$ cat src/rtl/key_debounce_multi.sv
// key_debounce_multi: N-channel debouncer and press counter for active-low push keys.
// Latency: a key edge appears on press_pulse/release_pulse DB_CYC+3 clocks after it is applied.
// Backpressure: none; strobes are single-cycle and consumers must sample them every cycle.
//
// Ports:
//   clk, rst_n     clock and asynchronous active-low reset
//   key_in         raw key pins, 0 = pressed, asynchronous to clk
//   cnt_clr        synchronous clear of the matching press counter
//   key_level      debounced key state, 1 = pressed
//   press_pulse    1-cycle strobe on each debounced press
//   release_pulse  1-cycle strobe on each debounced release
//   press_cnt      wrapping per-key press counters, key k at [k*CNT_W +: CNT_W]
//   long_pulse     1-cycle strobe LONG_CYC cycles into a press (only when KEY_LONGPRESS_EN is defined)
//
// Optional feature macro: KEY_LONGPRESS_EN (long-press detection); when undefined long_pulse is 0.
module key_debounce_multi #(
  parameter int NUM_KEYS    = 4,
  parameter int CLK_FREQ_HZ = 50_000_000,
  parameter int DEBOUNCE_MS = 20,
  parameter int CNT_W       = 8,
  parameter int LONG_MS     = 1000
) (
  input  logic                      clk,
  input  logic                      rst_n,
  input  logic [NUM_KEYS-1:0]       key_in,
  input  logic [NUM_KEYS-1:0]       cnt_clr,
  output logic [NUM_KEYS-1:0]       key_level,
  output logic [NUM_KEYS-1:0]       press_pulse,
  output logic [NUM_KEYS-1:0]       release_pulse,
  output logic [NUM_KEYS*CNT_W-1:0] press_cnt,
  output logic [NUM_KEYS-1:0]       long_pulse
);

  localparam int DB_CYC   = CLK_FREQ_HZ / 1000 * DEBOUNCE_MS;
  localparam int LONG_CYC = CLK_FREQ_HZ / 1000 * LONG_MS;
  localparam int DB_W     = (DB_CYC < 2) ? 1 : $clog2(DB_CYC);

  localparam logic [DB_W-1:0]  DB_LAST = DB_W'(DB_CYC - 1);
  localparam logic [DB_W-1:0]  DB_ONE  = DB_W'(1);
  localparam logic [CNT_W-1:0] CNT_ONE = CNT_W'(1);

  if (DB_CYC < 2) begin : g_db_check
    $error("key_debounce_multi: debounce window must be at least 2 clock cycles");
  end
  if (LONG_CYC < 1) begin : g_long_check
    $error("key_debounce_multi: long-press threshold must be at least 1 clock cycle");
  end

  typedef enum logic [1:0] {IDLE, PRESS_CHK, HELD, REL_CHK} state_t;

  // Two-flop synchronisers; idle level is 1 (key released).
  logic [NUM_KEYS-1:0]       r_sync1;
  logic [NUM_KEYS-1:0]       r_sync2;

  state_t                    r_state     [NUM_KEYS];
  state_t                    w_state_nxt [NUM_KEYS];
  logic [DB_W-1:0]           r_db_cnt    [NUM_KEYS];
  logic [DB_W-1:0]           w_db_cnt_nxt[NUM_KEYS];
  logic [NUM_KEYS-1:0]       w_press_set;
  logic [NUM_KEYS-1:0]       w_release_set;

  logic [NUM_KEYS-1:0]       r_key_level;
  logic [NUM_KEYS-1:0]       r_press_pulse;
  logic [NUM_KEYS-1:0]       r_release_pulse;
  logic [NUM_KEYS*CNT_W-1:0] r_press_cnt;

  // Next-state logic. The synced level is 1 when released, 0 when pressed.
  always_comb begin
    w_press_set   = '0;
    w_release_set = '0;
    for (int k = 0; k < NUM_KEYS; k++) begin
      w_state_nxt[k]  = r_state[k];
      w_db_cnt_nxt[k] = r_db_cnt[k];
      case (r_state[k])
        IDLE: begin
          if (!r_sync2[k]) begin
            w_state_nxt[k]  = PRESS_CHK;
            w_db_cnt_nxt[k] = '0;
          end
        end
        PRESS_CHK: begin
          if (r_sync2[k]) begin
            w_state_nxt[k]  = IDLE;
            w_db_cnt_nxt[k] = '0;
          end else if (r_db_cnt[k] == DB_LAST) begin
            w_state_nxt[k]  = HELD;
            w_db_cnt_nxt[k] = '0;
            w_press_set[k]  = 1'b1;
          end else begin
            w_db_cnt_nxt[k] = r_db_cnt[k] + DB_ONE;
          end
        end
        HELD: begin
          if (r_sync2[k]) begin
            w_state_nxt[k]  = REL_CHK;
            w_db_cnt_nxt[k] = '0;
          end
        end
        REL_CHK: begin
          if (!r_sync2[k]) begin
            w_state_nxt[k]  = HELD;
            w_db_cnt_nxt[k] = '0;
          end else if (r_db_cnt[k] == DB_LAST) begin
            w_state_nxt[k]    = IDLE;
            w_db_cnt_nxt[k]   = '0;
            w_release_set[k]  = 1'b1;
          end else begin
            w_db_cnt_nxt[k] = r_db_cnt[k] + DB_ONE;
          end
        end
        default: begin
          w_state_nxt[k]  = IDLE;
          w_db_cnt_nxt[k] = '0;
        end
      endcase
    end
  end

  always_ff @(posedge clk or negedge rst_n) begin
    if (!rst_n) begin
      r_sync1         <= '1;
      r_sync2         <= '1;
      r_key_level     <= '0;
      r_press_pulse   <= '0;
      r_release_pulse <= '0;
      r_press_cnt     <= '0;
      for (int k = 0; k < NUM_KEYS; k++) begin
        r_state[k]  <= IDLE;
        r_db_cnt[k] <= '0;
      end
    end else begin
      r_sync1         <= key_in;
      r_sync2         <= r_sync1;
      r_press_pulse   <= w_press_set;
      r_release_pulse <= w_release_set;
      for (int k = 0; k < NUM_KEYS; k++) begin
        r_state[k]  <= w_state_nxt[k];
        r_db_cnt[k] <= w_db_cnt_nxt[k];
        if (w_press_set[k]) begin
          r_key_level[k] <= 1'b1;
        end else if (w_release_set[k]) begin
          r_key_level[k] <= 1'b0;
        end
        // Counter follows the visible strobe, so a clear raised while the
        // strobe is high suppresses that press.
        if (cnt_clr[k]) begin
          r_press_cnt[k*CNT_W +: CNT_W] <= '0;
        end else if (r_press_pulse[k]) begin
          r_press_cnt[k*CNT_W +: CNT_W] <= r_press_cnt[k*CNT_W +: CNT_W] + CNT_ONE;
        end
      end
    end
  end

  assign key_level     = r_key_level;
  assign press_pulse   = r_press_pulse;
  assign release_pulse = r_release_pulse;
  assign press_cnt     = r_press_cnt;

`ifdef KEY_LONGPRESS_EN
  localparam int LONG_W = $clog2(LONG_CYC + 1);
  localparam logic [LONG_W-1:0] LONG_LAST = LONG_W'(LONG_CYC - 1);
  localparam logic [LONG_W-1:0] LONG_FULL = LONG_W'(LONG_CYC);
  localparam logic [LONG_W-1:0] LONG_ONE  = LONG_W'(1);

  logic [LONG_W-1:0]   r_long_cnt [NUM_KEYS];
  logic [NUM_KEYS-1:0] r_long_pulse;

  // Counts held cycles from HELD entry; saturates at the threshold so the
  // strobe fires only once per press. Cleared whenever the channel goes idle.
  always_ff @(posedge clk or negedge rst_n) begin
    if (!rst_n) begin
      r_long_pulse <= '0;
      for (int k = 0; k < NUM_KEYS; k++) begin
        r_long_cnt[k] <= '0;
      end
    end else begin
      for (int k = 0; k < NUM_KEYS; k++) begin
        r_long_pulse[k] <= 1'b0;
        if (w_state_nxt[k] == IDLE) begin
          r_long_cnt[k] <= '0;
        end else if (r_state[k] == HELD || r_state[k] == REL_CHK) begin
          if (r_long_cnt[k] != LONG_FULL) begin
            r_long_cnt[k] <= r_long_cnt[k] + LONG_ONE;
          end
          if (r_long_cnt[k] == LONG_LAST) begin
            r_long_pulse[k] <= 1'b1;
          end
        end
      end
    end
  end

  assign long_pulse = r_long_pulse;
`else
  assign long_pulse = '0;
`endif

endmodule

$ cat config.mk
export PLATFORM = sky130hd
export DESIGN_NAME = key_debounce_multi
export DESIGN_NICKNAME = d
export VERILOG_FILES = /design/src/rtl/key_debounce_multi.sv
export SDC_FILE = /design/constraint.sdc
export NUM_CORES = 1
export LEC_CHECK = 0
export CAP_MARGIN = 30
export CORE_MARGIN = 3
export CORE_UTILIZATION = 53
export DETAILED_ROUTE_END_ITERATION = 8
export GPL_ROUTABILITY_DRIVEN = 0
export PLACE_DENSITY_LB_ADDON = 0.05
export RECOVER_POWER = 100
export SYNTH_ARGS = -nofsm -noshare
export SYNTH_HDL_FRONTEND = slang
export SYNTH_SLANG_ARGS = --single-unit
$ cat constraint.sdc
create_clock -name clk -period 1.9 [get_ports clk]
set_input_delay 0.38 -clock clk [delete_from_list [all_inputs] [get_ports clk]]
set_output_delay 0.38 -clock clk [all_outputs]
set_load 0.02 [all_outputs]
==> flow_summary.json, run 1 <==
{
  "status": "complete, but fails checks",
  "violations": "negative setup slack",
  "cts-htree-levels": 4,
  "cts_tree": "yes",
  "fin_worst_hold_slack_ns": 0.357,
  "drt-wirelength-per-cell_um": 16.6,
  "ant_nets": 0,
  "synth-async-reset-ratio_pct": 100,
  "cts.sink_count": 140,
  "critical_path_cell_list": "or4b_4 -> nor4b_4 -> a21oi_4 -> buf_6 -> mux2_2",
  "core_area_um2": 12700,
  "post-route-min-period_ns": 1.97,
  "clk_path_buf_depth": 2,
  "layout_commonest_cell": "sky130_fd_sc_hd__dfrtp_1",
  "layout_setup_ws_ns": -0.0740,
  "critPathMaxStageDelay_ns": 0.56,
  "worst_slew_margin_rel_pct": 41.6,
  "post_synth_num_cell_types": 58,
  "drt_pre_antenna_iters": 7,
  "synth_enable_flop_cells": 0,
  "timing_max_transition_violations_final": 0,
  "io_buffers": 53,
  "power_density_normalized_to_cell_area_nw_per_um2": 921,
  "initial_utilization_pct": 54.8,
  "timing.hold.worst.class": "flip-flop to flip-flop",
  "share_of_layout_cells_above_drive_strength_1_pct": 22.6,
  "first_iteration_detailed_routing_drc_count": 514,
  "detailed_place_hpwl_um": 11400,
  "routed-via-count": 6268,
  "yosysSeqAreaShare_pct": 50.4,
  "antenna_found_initial": 0,
  "fp.dieW_um": 121,
  "grt_pass1_wl_um": 28500,
  "post_drt_via_cell_ratio": 5.91,
  "worstSetupPathType": "flip-flop to flip-flop",
  "yosys_warnings": 0,
  "setup.worst_path.start_class": "flip-flop",
  "max_slew.worst_pin.slew_ns": 0.873,
  "grt_setup_unrepaired": "yes",
  "global_route.overflow_total": 0,
  "pin_count": 58,
  "cts.reportedPaths.clkPinSlew_ns": 0.06,
  "postSynthRegisterBits": 140,
  "die_h_um": 121,
  "cts_root_buffer": "sky130_fd_sc_hd__clkbuf_16",
  "max_clock_freq_mhz": 507,
  "finClkSkew_ns": 0.00671,
  "route.final.wire_length_um": 17600,
  "final_layout_net_count": 894,
  "drc": 0,
  "first_global_vias": 6080,
  "postSynth.topFlopCell": "sky130_fd_sc_hd__dfrtp_1",
  "cp.arrival_ns": 2.27,
  "row_count": 41,
  "grt_usage_pct": 24.0,
  "tritoncts.num_buffers": 17,
  "fin_total_pwr_mw": 8.48,
  "setup_violations": 17,
  "crit_required_ns": 2.19,
  "finalHoldViolations": 0,
  "antenna_cells": 0,
  "timing.critical_path.slowest_stage_cell": "sky130_fd_sc_hd__or4b_4",
  "syn-instance-count": 728,
  "endpoint_kind": "flip-flop",
  "setup_tns_ns": -0.437,
  "leakagePower_nw": 4.06,
  "syn_avg_cell_area_um2": 9.57,
  "critical_path_peak_fanout": 15,
  "cap_violations": 0,
  "synth.cell_area_um2": 6970,
  "ir_drop_v": 0.000712,
  "largest_net_degree_at_the_start_of_global_routing": 44,
  "finalCritPeriodShare_pct": 104,
  "worst_skew_pair_later_pin_latency_ns": 0.42,
  "area.growth.synth_to_final_pct": 32.1,
  "design.die.area_um2": 14600,
  "layout.cells.most_common_list": "sky130_fd_sc_hd__dfrtp_1 (132), sky130_fd_sc_hd__buf_4 (85), sky130_fd_sc_hd__nand2_1 (72)"
}
## worst paths after layout
kind	start	to	slack [ns]	cells after the start
worst max-delay path	r_db_cnt[12]	r_db_cnt[0]	-0.07	5
worst min-delay path	r_sync1[1]	r_sync2[1]	0.36	0
worst max register to register	r_db_cnt[12]	r_db_cnt[0]	-0.07	5
worst min register to register	r_sync1[1]	r_sync2[1]	0.36	0
max in group asynchronous	rst_n	asynchronous set/reset pin	0.20	3
min in group asynchronous	rst_n	press_cnt[7]	0.56	2
## cell type report
class | instances | area (µm²)
inverter | 16 | 60.1
timing repair buffer | 161 | 1320
fill | 958 | 3520
tap | 172 | 215
clock buffer | 26 | 499
sequential | 140 | 3510
multi-input combinational | 540 | 3510
clock inverter | 6 | 85.1
## cells in the mapped netlist (3+ instances only)
cell / n / area share [%]
sky130_fd_sc_hd__a21o_1: 11 / 1.2
sky130_fd_sc_hd__a21oi_1: 47 / 3.4
sky130_fd_sc_hd__a22o_1: 8 / 1.0
sky130_fd_sc_hd__a2bb2oi_1: 3 / 0.38
sky130_fd_sc_hd__a31oi_1: 40 / 3.6
sky130_fd_sc_hd__a41oi_1: 6 / 0.75
sky130_fd_sc_hd__and2_1: 3 / 0.27
sky130_fd_sc_hd__and3_1: 20 / 1.8
sky130_fd_sc_hd__and4_1: 5 / 0.63
sky130_fd_sc_hd__buf_2: 8 / 0.57
sky130_fd_sc_hd__buf_4: 5 / 0.54
sky130_fd_sc_hd__clkbuf_1: 21 / 1.1
sky130_fd_sc_hd__dfrtp_1: 132 / 47
sky130_fd_sc_hd__dfstp_2: 8 / 3.0
sky130_fd_sc_hd__ha_1: 8 / 1.4
sky130_fd_sc_hd__inv_1: 16 / 0.86
sky130_fd_sc_hd__mux2_2: 3 / 0.48
sky130_fd_sc_hd__mux2i_1: 14 / 2.0
sky130_fd_sc_hd__nand2_1: 72 / 3.9
sky130_fd_sc_hd__nand2b_1: 8 / 0.72
sky130_fd_sc_hd__nand3_1: 45 / 3.2
sky130_fd_sc_hd__nand4_1: 26 / 2.3
sky130_fd_sc_hd__nand4b_1: 3 / 0.38
sky130_fd_sc_hd__nor2_1: 66 / 3.6
sky130_fd_sc_hd__nor3_1: 18 / 1.3
sky130_fd_sc_hd__nor4_1: 7 / 0.63
sky130_fd_sc_hd__o2111ai_1: 4 / 0.50
sky130_fd_sc_hd__o21ai_0: 38 / 2.7
sky130_fd_sc_hd__or2_2: 5 / 0.45
sky130_fd_sc_hd__or3_1: 12 / 1.1
sky130_fd_sc_hd__or4_1: 3 / 0.32
sky130_fd_sc_hd__xnor2_1: 8 / 1.0
sky130_fd_sc_hd__xor2_1: 27 / 3.4
## through the flow
stage | cell area, µm² | util (%) | worst slack (ns) | instances
floorplan | 7000 | - | 0.0268 | 731
global placement | 8250 | 64.9 | -0.236 | 1006
global route | 9200 | 72.3 | -0.154 | 1061
finish | 9200 | 72.3 | -0.0740 | 1061
CTS | 9020 | 70.9 | -0.109 | 1048
detailed placement | 8250 | 64.9 | -0.322 | 1006
## state kept, by name (all words and copies together), names as in the netlist, named ones only
signal         flops
r_sync1            4
press_cnt         32
release_pulse      4
press_pulse        4
r_sync2            4
r_db_cnt          80
r_state            4
key_level          4
## worst max-delay path, delay by kind of cell (launching register included)
kind	cells	cell delay (ns)
AND/OR/NAND/NOR	2	0.88
multiplexers	1	0.27
AO/OA/AOI/OAI	1	0.13
flip-flops	1	0.39
buffers and inverters	1	0.17
## power breakdown
| group | internal, mW | total, mW | switching, mW |
|---|---|---|---|
| combinational | 0.757 | 1.87 | 1.11 |
| clock | 2.07 | 3.27 | 1.21 |
| sequential | 3.14 | 3.33 | 0.190 |
| total | 5.97 | 8.48 | 2.51 |
## metal layers
| layer | vias to the layer above | global-route usage [%] | wire length [µm] |
|---|---|---|---|
| li1 | 2952 | - | - |
| met1 | 3096 | 31.5 | 7680 |
| met2 | 200 | 40.1 | 8760 |
| met3 | 20 | 5.33 | 908 |
| met4 | 0 | 7.08 | 224 |
| met5 | - | 0 | 0 |
## cell families (layout without fill, tap and decap cells)
| group | Yosys count | count (layout) | synth area share, % |
|---|---|---|---|
| AO/OA/AOI/OAI | 170 | 171 | 15.1 |
| AND/OR/NAND/NOR | 305 | 305 | 22.7 |
| XOR/XNOR | 35 | 35 | 4.40 |
| flip-flops | 140 | 140 | 50.4 |
| adder cells (fa/ha/maj) | 8 | 8 | 1.44 |
| other | 1 | 4 | 0.0538 |
| multiplexers | 17 | 17 | 2.50 |
| buffers and inverters | 52 | 209 | 3.43 |
## timing repair
action	CTS	global route
gates cloned	3	1
endpoints found under the hold margin	25	0
buffers inserted	7	13
hold buffers	1	0
setup endpoints to repair	59	64
resized for setup	33	57
pin swaps	14	24
No activity file was read; power rests on OpenSTA's default activity.
==> inputs of run 2 (changes only) <==
--- a/config.mk
+++ b/config.mk
@@ -8,10 +8,13 @@
 export CAP_MARGIN = 30
 export CORE_MARGIN = 3
 export CORE_UTILIZATION = 53
+export CTS_CLUSTER_SIZE = 14
 export DETAILED_ROUTE_END_ITERATION = 8
 export GPL_ROUTABILITY_DRIVEN = 0
 export PLACE_DENSITY_LB_ADDON = 0.05
 export RECOVER_POWER = 100
+export SETUP_SLACK_MARGIN = 0.3
+export SLEW_MARGIN = 20
 export SYNTH_ARGS = -nofsm -noshare
 export SYNTH_HDL_FRONTEND = slang
 export SYNTH_SLANG_ARGS = --single-unit
==> flow_summary.json, run 2 (synthesis results as in run 1) <==
{
  "timing_max_transition_violations_final": 0,
  "antenna_found_initial": 0,
  "drc": 1,
  "dpl-instance-area_um2": 8370,
  "critical_path_peak_fanout": 5,
  "grt_setup_unrepaired": "yes",
  "endpoint_kind": "flip-flop",
  "grt_busiest_layer": "met2",
  "detailed_place_hpwl_um": 11400,
  "layout_commonest_cell": "sky130_fd_sc_hd__dfrtp_1",
  "timing.hold.worst.class": "flip-flop to flip-flop",
  "finClkSkew_ns": 0.0111,
  "setup_tns_ns": -2.45,
  "design.die.area_um2": 14600,
  "grt_use_met2_pct": 44.6,
  "final_instance_count_excl_fillers": 1094,
  "area.growth.synth_to_final_pct": 46.8,
  "tritoncts.num_buffers": 17,
  "first_global_vias": 6451,
  "r2r_slack_ns": -0.16,
  "share_of_layout_cells_above_drive_strength_1_pct": 34.9,
  "cts_tree": "yes",
  "power.share.sequential_pct": 34.7,
  "placed_cells": 993,
  "largest_reg_flops": 80,
  "cp.arrival_ns": 2.38,
  "gr-usage-met1_pct": 33.3,
  "drt-wirelength-per-cell_um": 18.9,
  "finalCritPeriodShare_pct": 109,
  "setup.worst_path.start_class": "flip-flop",
  "utilization_pct": 80.4,
  "share_clk_of_total_power_pct": 35.0,
  "drt_pre_antenna_iters": 8,
  "grt_usage_pct": 26.8,
  "largest_register": "r_db_cnt",
  "die_h_um": 121,
  "core_area_um2": 12700,
  "routed-via-count": 6725,
  "fillCellCount": 790,
  "grt_pass1_wl_um": 31300,
  "fin_total_pwr_mw": 9.70,
  "cts_root_buffer": "sky130_fd_sc_hd__clkbuf_16",
  "layout.cells.most_common_list": "sky130_fd_sc_hd__dfrtp_1 (121), sky130_fd_sc_hd__buf_4 (94), sky130_fd_sc_hd__nand2_1 (64)",
  "route.final.wire_length_um": 20600,
  "power_density_normalized_to_cell_area_nw_per_um2": 949,
  "p_sw_share_pct": 30.6,
  "layout_setup_ws_ns": -0.162,
  "crit_required_ns": 2.22,
  "largest_net_degree_at_the_start_of_global_routing": 53,
  "cts-htree-levels": 4,
  "post_drt_via_cell_ratio": 6.15,
  "cts.reportedPaths.clkPinSlew_ns": 0.06,
  "pin_count": 58,
  "io_buffers": 53,
  "global_route.overflow_total": 0,
  "worst_slew_margin_rel_pct": 6.62,
  "ir_drop_v": 0.00103,
  "status": "complete, but fails checks",
  "row_count": 41,
  "initial_utilization_pct": 54.8,
  "net-switching-power_mw": 2.97,
  "share_comb_of_total_power_pct": 30.3,
  "leakagePower_nw": 4.49,
  "violations": "design-rule violations, negative setup slack",
  "first_iteration_detailed_routing_drc_count": 467,
  "worstSetupPathType": "flip-flop to flip-flop",
  "finalHoldViolations": 0,
  "max_slew.worst_pin.slew_ns": 1.40,
  "worst_skew_pair_later_pin_latency_ns": 0.43,
  "antenna_cells": 0,
  "final_design_area_no_fill_um2": 10200,
  "power_report.internal_total_mw": 6.74,
  "ant_nets": 0,
  "cap_violations": 0,
  "setup_violations": 44,
  "fp.dieW_um": 121,
  "final_layout_net_count": 927,
  "grt_use_met3_pct": 6.13,
  "clk_path_buf_depth": 2,
  "post-route-min-period_ns": 2.06,
  "max_clock_freq_mhz": 485,
  "cts.sink_count": 140
}
[run 2: path summary, 6_finish.rpt]
| path | to | depth (start not counted) | startpoint |
|---|---|---|---|
| setup reg to reg | r_db_cnt[36] | 7 | r_db_cnt[26] |
| hold / removal | r_sync2[3] | 0 | r_sync1[3] |
| hold reg to reg | r_sync2[3] | 0 | r_sync1[3] |
| max in group asynchronous | r_sync2[2] | 3 | rst_n |
| setup / recovery | r_db_cnt[36] | 7 | r_db_cnt[26] |
| min in group asynchronous | press_cnt[24] | 2 | rst_n |
[run 2: area by class of cell]
| class | instances | area, µm² | share of cell area [%] |
|---|---|---|---|
| timing repair buffer | 193 | 1780 | 17.4 |
| tap | 172 | 215 | 2.10 |
| inverter | 16 | 60.1 | 0.587 |
| sequential | 140 | 3530 | 34.5 |
| clock buffer | 26 | 519 | 5.08 |
| multi-input combinational | 541 | 4040 | 39.5 |
| clock inverter | 6 | 82.6 | 0.807 |
[run 2: metal layers]
| layer | part of all wire [%] | wire length (µm) | vias to the layer above |
|---|---|---|---|
| li1 | - | - | 3028 |
| met1 | 39 | 8110 | 3303 |
| met2 | 51 | 10500 | 319 |
| met3 | 6.5 | 1340 | 75 |
| met4 | 3.3 | 679 | 0 |
| met5 | 0 | 0 | - |
[run 2: critical path, cell delays in order (launching register included)]
cell	delay, ns
sky130_fd_sc_hd__dfrtp_1	0.40
sky130_fd_sc_hd__nand3b_1	0.19
sky130_fd_sc_hd__nor4_2	0.55
sky130_fd_sc_hd__a21oi_4	0.19
sky130_fd_sc_hd__buf_12	0.17
sky130_fd_sc_hd__buf_16	0.13
sky130_fd_sc_hd__a21o_1	0.15
sky130_fd_sc_hd__a21o_1	0.17
[run 2: stage by stage]
stage | worst slack, ns | hold WS [ns]
2_1_floorplan | 0.0404 | 0.0844
3_3_place_gp | 0.0220 | 0.349
3_5_place_dp | -0.0175 | 0.348
4_1_cts | -0.0253 | 0.354
5_1_grt | -0.161 | 0.365
6_report | -0.162 | 0.362
[run 2: timing repair]
action	4_1_cts	5_1_grt
pin swaps	44	41
hold buffers	1	0
setup endpoints to repair	138	120
cloned	7	1
resized for setup	167	92
buffers inserted	33	26
hold endpoints to repair	45	0
[run 2: power by group through the flow]
stage | sequential, mW | clock, mW | combinational (mW)
after CTS | 3.34 | 3.40 | 2.57
after global placement | 3.35 | 0 | 1.64
after floorplan | 3.35 | 0 | 1.15
final | 3.37 | 3.39 | 2.94
after global routing | 3.39 | 3.57 | 3.14
after detailed placement | 3.36 | 0 | 1.70
